===== src/rtl/alu_share_arbiter.sv =====
// rtl/alu_share_arbiter.sv - round-robin share of one combinational ALU with a 1-entry tagged response slot
module alu_share_arbiter #(
  parameter int NUM_REQ = 4,
  parameter int XLEN = 32,
  localparam int IDW = $clog2(NUM_REQ)
) (
  input  logic                    clk,
  input  logic                    rst,
  input  logic [NUM_REQ-1:0]      req_valid,
  output logic [NUM_REQ-1:0]      req_ready,
  input  logic [NUM_REQ*XLEN-1:0] req_a,
  input  logic [NUM_REQ*XLEN-1:0] req_b,
  input  logic [NUM_REQ*4-1:0]    req_sel,
  output logic [XLEN-1:0]         alu_a,
  output logic [XLEN-1:0]         alu_b,
  output logic [3:0]              alu_sel,
  input  logic [XLEN-1:0]         alu_o,
  output logic                    rsp_valid,
  input  logic                    rsp_ready,
  output logic [XLEN-1:0]         rsp_data,
  output logic [IDW-1:0]          rsp_id
);

  logic [IDW-1:0] last_grant;
  logic [IDW-1:0] grant_idx;
  logic [IDW-1:0] cand;
  logic           grant_any;
  logic           slot_free;
  logic           accept;

  // (base + off) mod NUM_REQ; base < NUM_REQ and off <= NUM_REQ so one subtraction suffices.
  function automatic logic [IDW-1:0] lane_at(input logic [IDW-1:0] base, input int unsigned off);
    logic [IDW:0] s;
    s = {1'b0, base} + (IDW+1)'(off);
    if (s >= (IDW+1)'(NUM_REQ)) s = s - (IDW+1)'(NUM_REQ);
    return s[IDW-1:0];
  endfunction

  assign slot_free = !rsp_valid || rsp_ready;

  // Search from the farthest offset down so the nearest valid lane after last_grant wins.
  always_comb begin
    grant_any = 1'b0;
    grant_idx = '0;
    cand      = '0;
    for (int unsigned k = NUM_REQ; k >= 1; k--) begin
      cand = lane_at(last_grant, k);
      if (req_valid[cand]) begin
        grant_any = 1'b1;
        grant_idx = cand;
      end
    end
  end

  // rst blocks grants so no lane sees a handshake that the reset edge then discards.
  assign accept = slot_free && grant_any && !rst;

  always_comb begin
    req_ready = '0;
    alu_a     = '0;
    alu_b     = '0;
    alu_sel   = '0;
    if (accept) begin
      req_ready = NUM_REQ'(1) << grant_idx;
      alu_a     = req_a[int'(grant_idx)*XLEN +: XLEN];
      alu_b     = req_b[int'(grant_idx)*XLEN +: XLEN];
      alu_sel   = req_sel[int'(grant_idx)*4 +: 4];
    end
  end

  always_ff @(posedge clk) begin
    if (rst) begin
      rsp_valid  <= 1'b0;
      rsp_data   <= '0;
      rsp_id     <= '0;
      last_grant <= IDW'(NUM_REQ-1);
    end else if (accept) begin
      rsp_valid  <= 1'b1;
      rsp_data   <= alu_o;
      rsp_id     <= grant_idx;
      last_grant <= grant_idx;
    end else if (rsp_ready) begin
      rsp_valid  <= 1'b0;
    end
  end

endmodule


===== config.mk =====
export PLATFORM = sky130hd
export DESIGN_NAME = alu_share_arbiter
export DESIGN_NICKNAME = d
export VERILOG_FILES = /design/src/rtl/alu_share_arbiter.sv
export SDC_FILE = /design/constraint.sdc
export NUM_CORES = 1
export LEC_CHECK = 0
export ABC_AREA = 1
export ABC_CLOCK_PERIOD_IN_PS = 1820
export CAP_MARGIN = 20
export CELL_PAD_IN_SITES_DETAIL_PLACEMENT = 1
export CELL_PAD_IN_SITES_GLOBAL_PLACEMENT = 1
export CORE_AREA = 2 2 167 169
export CTS_CLUSTER_DIAMETER = 200
export DETAILED_ROUTE_END_ITERATION = 12
export DIE_AREA = 0 0 169 171
export HOLD_SLACK_MARGIN = 0.15
export PLACE_DENSITY = 0.82
export SLEW_MARGIN = 20
export SYNTH_ARGS = -nofsm -noshare
export SYNTH_HDL_FRONTEND = slang
export SYNTH_SLANG_ARGS = --single-unit

===== constraint.sdc =====
create_clock -name clk -period 1.82 [get_ports clk]
set_clock_uncertainty 0.15 [all_clocks]
set_input_delay 0.182 -clock clk [delete_from_list [all_inputs] [get_ports clk]]
set_output_delay 0.182 -clock clk [all_outputs]
set_load 0.005 [all_outputs]

==> flow_summary.toml <==
[status]
outcome = "finished, violations left"
failed_checks = "setup timing"

[die]
die_height_um = 171
floorplan.initialDensity_pct = 16.7
die_x_um = 169
floorplan_row_count = 61
ios = 418
dieArea_um2 = 28900
fp.coreArea_um2 = 27300

[yosys]
ys_ff_latch = 37
postSynthAreaPerCell_um2 = 5.09
yosysWarningCount = 0
seq_area_frac_synth_pct = 16.2
netlist_area_um2 = 4570
mappedNetlistNets = 1208
synth_cell_types = 22
synth_cells = 897

[worst_hold_path]
worstHoldStart = "alu_o[21]"
hold_path_class = "input port to register"
worstHoldPathCells = 3
min_to = "rsp_data[21]$_SDFFE_PP0P_"

[placed_design]
buffer_ports.inserted = 417
place.gp.congestion = 0.804
place.detailed.instances = 1644
hpwlAfterDp_um = 22200

[cts]
cts_buf_count = 5
clock-sinks = 37
cts_htree_levels = 2
clk_latency_ns = 0.29
postCtsHoldBufs = 0
clock_transition_time_at_the_flip_flop_clock_pins_of_the_worst_setup_and_hold_paths_ns = 0.06
largest_buffer_count_on_any_clock_path = 2
clock_tree_from_tritoncts = "built"
cts_root_buffer = "clkbuf_16"

[layout]
drive_above_1_share_pct = 26.0
flow.area_growth_from_synthesis_pct = 151
finish.net_count = 1716
layout_commonest_cell = "clkdlybuf4s50_1"
layoutNonFillerInstCount = 1754
layout_common_cells = "clkdlybuf4s50_1, nand2_1, nand3_1, nor2_1, buf_2"

[global_route]
grt_pass1_vias = 8646
global_route_wire_length_before_repair_um = 49900
grt_use_total_pct = 22.3
grt_overflow = 0
antenna_found_initial = 2
pin_count_of_the_biggest_net_entering_global_routing = 42

[route]
avgViaCountPerCell = 4.67
finalWirelength_um = 35300
firstDrtPassIters = 5
antenna_violating_nets_post_route = 0
drt_iter0_drc = 264
route.detailed.wl_per_inst_um = 20.1
vias = 8189
remaining_drc_errors = 0

[timing]
setup_viol = 109
max-slew-margin-rel_pct = 82.3
fin_ws_ns = -0.919
fmaxAchievable_mhz = 365
fin_setup_tns_ns = -78.21
min_period_ns = 2.74
grt_setup_unrepaired = "yes"
slew_viol_final = 0
period_share_pct = 150
hold_violations = 0
timing_worst_slew_pin_value_ns = 0.265

[worst_setup_path]
regToRegStartpoint = "last_grant[0]$_SDFFE_PP1P_"
timing.critical_path.to_type = "output port"
worst_path_largest_cell_delay_ns = 0.44
critical_path_peak_fanout = 8
timing.critical_path.arrival_ns = 2.41
worst_path_most_repeated_cell = "nand2_2"
crit_required_ns = 1.49
cp_cell_sequence = "inv_8, nand2_2, nand3_2, nand2_2, inv_2, nand2_2, nand2_2, nand2_4, buf_12, nand2_8, buf_12, buf_12, buf_16, buf_6, nand2_2, nand2_1, nor2_1, nor2_1, buf_2"
reg2reg_to = "rsp_id[1]$_SDFFE_PP0P_"
reg2reg_setup_slack_ns = -0.60
timing.setup.critical_path_class = "register to output port"
setup.worst_path.start_class = "register"
number_of_cells_on_the_worst_reg_to_reg_path = 18
cpMaxStageDelayCell = "dfxtp_4"

[power]
power_per_cell_area_nw_per_um2 = 2210
vdd_drop_max_mv = 0.912
totalPowerFinal_uw = 25300
power_leakage_uw = 0.00546

[flow_run]
maxCapViolCount = 0
-- flip-flops by register name, indices dropped and copies added, names as in the netlist --
name / count
last_grant: 2
rsp_data: 32
rsp_id: 2
rsp_valid: 1
-- cell families after synthesis --
logic type / count (synthesis) / synth area share, %
compound gates: 8 / 0.959
buf+inv: 95 / 12.4
simple gates: 757 / 70.5
flops: 37 / 16.2
-- through the flow --
stage	instance area, um^2	util [%]	hold slack [ns]	setup WS (ns)
2_1_floorplan	4660	-	0.101	-0.0643
3_3_place_gp	9430	34.5	0.300	-1.10
3_5_place_dp	9430	34.5	0.308	-1.18
4_1_cts	10900	40.0	0.287	-0.900
5_1_grt	11500	41.9	0.302	-1.08
6_report	11500	41.9	0.289	-0.919
-- layout make-up --
class | count | area, um^2
Fill cell | 3397 | 15900
Timing Repair Buffer | 579 | 6320
Multi-Input combinational cell | 766 | 3720
Sequential cell | 37 | 748
Tap cell | 346 | 433
Clock buffer | 6 | 129
Inverter | 16 | 87.6
Clock inverter | 2 | 10.0
Antenna cell | 2 | 5.00
-- synth_stat cells, drive strengths merged --
cell type	count	area share [%]
inv	15	1.3
nand2	370	31
buf	73	10
o21ai	4	0.44
dfxtp	37	16
clkbuf	6	0.49
o21bai	1	0.16
a31oi	1	0.14
nor3	1	0.11
a21oi	2	0.22
clkinv	1	0.082
nand3	240	28
nor2	146	12
-- power by group --
part / switching (uW) / internal [uW]
Sequential: 178 / 1040
Combinational: 11300 / 11900
Clock: 353 / 504
-- critical path, delay by kind of cell (launching register included) --
family                 cells  cell delay [ns]
buffers and inverters      8             0.90
and+or+nand+nor           11             0.76
DFF                        1             0.44
-- per-layer routing --
layer	GRT usage [%]	routed length, um	share of wire [%]
met5	0	0	0
met4	5.83	988	2.8
met1	25.9	14200	40
met3	4.72	2490	7.0
met2	41.6	17600	50
-- worst max-delay path by stage --
| stage | start | endpoint | slack (ns) | cells after the start |
|---|---|---|---|---|
| finish | last_grant[0]$_SDFFE_PP1P_ | alu_sel[2] | -0.92 | 19 |
| global route | last_grant[0]$_SDFFE_PP1P_ | alu_sel[2] | -1.08 | 18 |
| CTS | last_grant[0]$_SDFFE_PP1P_ | alu_b[30] | -0.90 | 19 |
| detailed placement | req_valid[1] | alu_a[26] | -1.18 | 16 |
| global placement | req_valid[3] | alu_sel[3] | -1.10 | 16 |
| floorplan | last_grant[0]$_SDFFE_PP1P_ | alu_a[11] | -0.06 | 15 |
-- repair_timing --
action                                  CTS  global route
hold endpoints to repair                  0             0
resized for setup                       419            68
buffers inserted                         49            18
gates cloned                             26             8
pin swaps                                58            41
endpoints found under the setup margin  108           109
Power figures use the tool's default switching activity.
